--- src/rtl/encoder_value_ctrl.sv ---
// encoder_value_ctrl
//   Turns one-cycle cw/ccw/prs pulses from the rotary encoder front end into a
//   bank of user-adjustable value registers. A two-state menu (SELECT/ADJUST)
//   first chooses a channel, then edits that channel's value.
//
// Ports
//   clk, rst      system clock, synchronous active-high reset
//   cw, ccw, prs  one-cycle detent / button pulses
//   mode          0 = SELECT, 1 = ADJUST
//   sel           currently selected channel
//   vals          all registers, channel i at [i*WIDTH +: WIDTH]
//   upd           one-cycle pulse: a value register changed
//   upd_idx       channel written, valid while upd = 1
//
// Optional feature: define ENC_CTRL_ACCEL_EN to add detent acceleration
// (parameters ACCEL_TICKS and ACCEL_STEP).

module encoder_value_ctrl #(
    parameter int unsigned CHANNELS      = 4,
    parameter int unsigned WIDTH         = 8,
    parameter int unsigned MIN_VAL       = 0,
    parameter int unsigned MAX_VAL       = 255,
    parameter int unsigned INIT_VAL      = 0,
    parameter int unsigned WRAP          = 0,
    parameter int unsigned TIMEOUT_TICKS = 50000000
`ifdef ENC_CTRL_ACCEL_EN
    ,
    parameter int unsigned ACCEL_TICKS   = 2000000,
    parameter int unsigned ACCEL_STEP    = 10
`endif
) (
    input  logic                          clk,
    input  logic                          rst,
    input  logic                          cw,
    input  logic                          ccw,
    input  logic                          prs,
    output logic                          mode,
    output logic [$clog2(CHANNELS)-1:0]   sel,
    output logic [CHANNELS*WIDTH-1:0]     vals,
    output logic                          upd,
    output logic [$clog2(CHANNELS)-1:0]   upd_idx
);

    localparam int unsigned SW = $clog2(CHANNELS);

    // Two guard bits keep value +/- step free of overflow before clamping.
    typedef logic signed [WIDTH+1:0] arith_t;
    localparam arith_t MIN_S = arith_t'(MIN_VAL);
    localparam arith_t MAX_S = arith_t'(MAX_VAL);

    typedef enum logic {
        ST_SELECT = 1'b0,
        ST_ADJUST = 1'b1
    } state_e;

    state_e           state_q, state_d;
    logic [SW-1:0]    sel_q, sel_d;
    logic [WIDTH-1:0] vals_q [CHANNELS];
    logic [WIDTH-1:0] vals_d [CHANNELS];
    logic             upd_q, upd_d;
    logic [SW-1:0]    upd_idx_q, upd_idx_d;
    logic [31:0]      timer_q, timer_d;

    // prs wins over rotation; cw and ccw together cancel out.
    logic ev_prs, ev_cw, ev_ccw;
    assign ev_prs = prs;
    assign ev_cw  = cw & ~ccw & ~prs;
    assign ev_ccw = ccw & ~cw & ~prs;

    arith_t step;

`ifdef ENC_CTRL_ACCEL_EN
    logic [31:0] gap_q, gap_d;
    logic        prev_vld_q, prev_vld_d;
    logic        prev_dir_q, prev_dir_d;   // 1 = last detent was cw

    always_comb begin
        step = arith_t'(1);
        if (prev_vld_q && (prev_dir_q == ev_cw) && (gap_q < ACCEL_TICKS)) begin
            step = arith_t'(ACCEL_STEP);
        end
    end
`else
    assign step = arith_t'(1);
`endif

    arith_t           cur, sum;
    logic [WIDTH-1:0] new_val;

    always_comb begin
        cur = arith_t'({2'b00, vals_q[sel_q]});
        sum = ev_cw ? (cur + step) : (cur - step);
        if (sum > MAX_S) begin
            new_val = (WRAP != 0) ? WIDTH'(MIN_VAL) : WIDTH'(MAX_VAL);
        end else if (sum < MIN_S) begin
            new_val = (WRAP != 0) ? WIDTH'(MAX_VAL) : WIDTH'(MIN_VAL);
        end else begin
            new_val = sum[WIDTH-1:0];
        end
    end

    always_comb begin
        state_d   = state_q;
        sel_d     = sel_q;
        vals_d    = vals_q;
        upd_d     = 1'b0;
        upd_idx_d = upd_idx_q;
        timer_d   = '0;
`ifdef ENC_CTRL_ACCEL_EN
        gap_d      = (gap_q >= ACCEL_TICKS) ? gap_q : gap_q + 32'd1;
        prev_vld_d = prev_vld_q;
        prev_dir_d = prev_dir_q;
`endif
        unique case (state_q)
            ST_SELECT: begin
`ifdef ENC_CTRL_ACCEL_EN
                prev_vld_d = 1'b0;
`endif
                if (ev_prs) begin
                    state_d = ST_ADJUST;
                end else if (ev_cw) begin
                    sel_d = (sel_q == SW'(CHANNELS - 1)) ? '0 : sel_q + 1'b1;
                end else if (ev_ccw) begin
                    sel_d = (sel_q == '0) ? SW'(CHANNELS - 1) : sel_q - 1'b1;
                end
            end
            ST_ADJUST: begin
                timer_d = (ev_prs | ev_cw | ev_ccw) ? '0 : timer_q + 32'd1;
                if (ev_prs) begin
                    state_d = ST_SELECT;
`ifdef ENC_CTRL_ACCEL_EN
                    prev_vld_d = 1'b0;
`endif
                end else if (ev_cw | ev_ccw) begin
                    if (new_val != vals_q[sel_q]) begin
                        vals_d[sel_q] = new_val;
                        upd_d         = 1'b1;
                        upd_idx_d     = sel_q;
                    end
`ifdef ENC_CTRL_ACCEL_EN
                    gap_d      = '0;
                    prev_vld_d = 1'b1;
                    prev_dir_d = ev_cw;
`endif
                end else if ((TIMEOUT_TICKS != 0) && (timer_d == TIMEOUT_TICKS)) begin
                    state_d = ST_SELECT;
                    timer_d = '0;
`ifdef ENC_CTRL_ACCEL_EN
                    prev_vld_d = 1'b0;
`endif
                end
            end
            default: state_d = ST_SELECT;
        endcase
    end

    always_ff @(posedge clk) begin
        if (rst) begin
            state_q   <= ST_SELECT;
            sel_q     <= '0;
            upd_q     <= 1'b0;
            upd_idx_q <= '0;
            timer_q   <= '0;
            for (int unsigned i = 0; i < CHANNELS; i++) begin
                vals_q[i] <= WIDTH'(INIT_VAL);
            end
`ifdef ENC_CTRL_ACCEL_EN
            gap_q      <= '0;
            prev_vld_q <= 1'b0;
            prev_dir_q <= 1'b0;
`endif
        end else begin
            state_q   <= state_d;
            sel_q     <= sel_d;
            upd_q     <= upd_d;
            upd_idx_q <= upd_idx_d;
            timer_q   <= timer_d;
            vals_q    <= vals_d;
`ifdef ENC_CTRL_ACCEL_EN
            gap_q      <= gap_d;
            prev_vld_q <= prev_vld_d;
            prev_dir_q <= prev_dir_d;
`endif
        end
    end

    always_comb begin
        vals = '0;
        for (int unsigned i = 0; i < CHANNELS; i++) begin
            vals[i*WIDTH +: WIDTH] = vals_q[i];
        end
    end

    assign mode    = (state_q == ST_ADJUST);
    assign sel     = sel_q;
    assign upd     = upd_q;
    assign upd_idx = upd_idx_q;

endmodule

--- config.mk ---
export PLATFORM = sky130hd
export DESIGN_NAME = encoder_value_ctrl
export DESIGN_NICKNAME = d
export VERILOG_FILES = /design/src/rtl/encoder_value_ctrl.sv
export SDC_FILE = /design/constraint.sdc
export NUM_CORES = 1
export LEC_CHECK = 0
export ABC_CLOCK_PERIOD_IN_PS = 5500
export BUFFER_PORTS_ARGS = -buffer_cell sky130_fd_sc_hd__buf_4
export CORE_MARGIN = 2
export CORE_UTILIZATION = 39
export CTS_CLUSTER_DIAMETER = 200
export DETAILED_ROUTE_END_ITERATION = 7
export SLEW_MARGIN = 20
export SYNTH_ARGS = -nofsm -noshare
export SYNTH_HDL_FRONTEND = slang
export SYNTH_SLANG_ARGS = --single-unit
--- constraint.sdc ---
create_clock -name clk -period 5.5 [get_ports clk]
set_input_delay 0.825 -clock clk [delete_from_list [all_inputs] [get_ports clk]]
set_output_delay 0.825 -clock clk [all_outputs]
set_load 0.01 [all_outputs]
==> results.yml <==
outcome:
  status: "complete, no violations"
critical_path:
  worstPathArrival_ns: 4.09
  slowest_delay_ns: 0.82
  crit_chain: "mux4_2, ha_1, nor4bb_1, nand4_1, or4_1, o21ai_4, nor2b_1, and3_1, a32o_1"
  end_kind: "register"
  worstSetupPathType: "register to register"
  required_ns: 5.76
  cp_slowest_cell: "dfxtp_1"
  worstPathMaxFanout: 17
  critPathLaunchType: "register"
pwr:
  p_leak_uw: 0.00152
  total_power_uw: 1130
  powerDensity_nw_per_um2: 248
  peakVddDrop_mv: 0.141
detailed_routing:
  routed_via_density: 5.65
  drt_wl_total_microns: 10100
  drc: 0
  dr.first_iter.drc_count: 138
  antenna_left: 0
  vias: 3584
  first_pass_iters: 5
  wl_per_cell_microns: 16.0
floorplan:
  io_pins: 43
  dieHeight_microns: 104
  die_x_microns: 104
  rows: 36
  core_sq_um: 9770
  initial_utilization_pct: 40.2
  die_area_sq_um: 10900
clock_tree:
  h-tree-depth: 3
  cts-root-buf: "clkbuf_8"
  cts_hold_buf: 0
  cts_tree: "built"
  post_cts_resized: 0
  cts_buffers: 9
  postCtsSetupBuffers: 0
  numClockSinks: 70
  clock_path_buffers: 2
  clk_pin_slew_ns: 0.08
  clock_latency_ns: 0.36
global_route:
  grt_pass1_vias: 3330
  grt_max_degree: 33
  grt_pass1_wl_microns: 16800
  grt_use_total_pct: 18.9
  grt_antenna_before_repair: 0
  globalRouteOverflowTotal: 0
placed_design:
  dp_hpwl_microns: 7320
  place.gp.congestion: 0.881
  port_buffers: 42
  dp_cells: 618
  placed_area_sq_um: 4300
sta:
  fmax_mhz: 261
  worstMarginPinSlew_ns: 0.792
  skew_ns: 0.00915
  rsz0062_at_grt: "no"
  timing.hold.ws_ns: 0.492
  setup_violations: 0
  slew_viol_final: 0
  hold_viol: 0
  setup-tns-final_ns: 0
  fin_crit_sh_pct: 69.6
  slew_headroom_pct: 47.1
  layout_min_cycle_time_ns: 3.83
cells_and_area:
  final_common_cell: "dfxtp_1"
  final_cell_mix: "70 x dfxtp_1, 50 x nor2_1, 44 x buf_4"
  antenna_cells_inserted: 0
  nets: 508
  fillCellCount: 954
  fin_cells: 634
  drive_above_1_share_pct: 16.0
  multi_input_area_sq_um: 2340
  seqCellArea_sq_um: 1400
  areaGrowthSynthToFinish_pct: 16.2
  post-route-cell-area_sq_um: 4570
synth:
  yosys_warnings: 0
  syn-cell-area_sq_um: 3930
  synth_edf_count: 0
  postSynthAreaPerCell_sq_um: 8.40
  synth_ff_type: "dfxtp_1"
  ys_seq_elements: 70
  async_flop_share_pct: 0
  synth_fp_nets: 480
  synth.distinct_cells: 59
  ys_seq_area_share_pct: 35.6
  synthCells: 468
run:
  max-cap-violations: 0
worst_hold_path:
  hold_path_class: "register to register"
-- registers in the layout, summed over array words and instances (netlist names) --
register,flops
timer_q,32
vals,32
sel,2
upd_idx,2
mode,1
upd,1
-- synth_stat cells, drive strengths merged (3+ instances only) --
cell    count  share of area (%)
a211oi      7                1.3
nor2b       5               0.80
inv        17                1.6
mux2i       7                1.8
nand3      19                2.4
dfxtp      70                 36
nor3b       6                1.1
nand4      16                2.7
o31ai       3               0.57
and3        5               0.80
o21ai      28                3.8
or2         6               0.95
nand2      43                4.1
nor4       14                2.4
clkbuf     15                1.4
mux4        9                5.2
a32o        5                1.3
or4         4               0.76
o211ai     11                2.1
a21oi      18                2.3
ha          7                2.2
xor2       11                2.4
nor2       50                4.8
or3         8                1.3
nor3       15                1.9
buf        12                1.9
xnor2      21                4.7
o21a        3               0.57
and4        6                1.3
-- where the power goes --
group	internal (uW)	switching, uW	total (uW)	leakage (uW)
clock network	359	202	560	0.000132
registers	509	9.52	518	0.000564
logic	22.1	32.9	54.9	0.000819
-- layout make-up --
| class | instances | area share (%) |
|---|---|---|
| Multi-Input combinational cell | 354 | 51.2 |
| Sequential cell | 70 | 30.7 |
| Timing Repair Buffer | 44 | 7.23 |
| Tap cell | 133 | 3.64 |
| Clock buffer | 10 | 3.01 |
| Clock inverter | 6 | 2.90 |
| Inverter | 17 | 1.40 |
-- routing by layer --
| layer | track usage [%] | routed length, microns |
|---|---|---|
| met1 | 24.3 | 4440 |
| met2 | 29.9 | 4810 |
| met3 | 4.89 | 599 |
| met4 | 8.40 | 271 |
| met5 | 0 | 0 |
-- per-stage QoR --
stage / setup WS [ns] / util (%)
floorplan: 2.38 / -
global route: 1.33 / 46.7
CTS: 1.72 / 46.7
detailed placement: 1.74 / 44.0
global placement: 1.85 / 44.0
finish: 1.67 / 46.7
-- final timing paths --
check / from / to / slack (ns) / cells past startpoint
worst max-delay path: sel[0] / vals[15] / 1.67 / 9
worst min-delay path: vals[25] / vals[25] / 0.49 / 2
worst max register to register: sel[0] / vals[15] / 1.67 / 9
worst min register to register: vals[25] / vals[25] / 0.49 / 2
-- logic make-up after synthesis --
group	Yosys count	synth area share [%]
buf+inv	44	4.93
flops	70	35.6
mux	16	6.94
xor+xnor	32	7.13
compound gates	91	15.5
fa+ha+maj	8	2.48
simple gates	207	27.4
-- worst max-delay path, delay by kind of cell (launching register included) --
kind	cells	cell delay (ns)
compound gates	2	0.42
mux	1	0.45
flops	1	0.82
simple gates	5	1.87
fa+ha+maj	1	0.16
No activity file was read; power rests on OpenSTA's default activity.
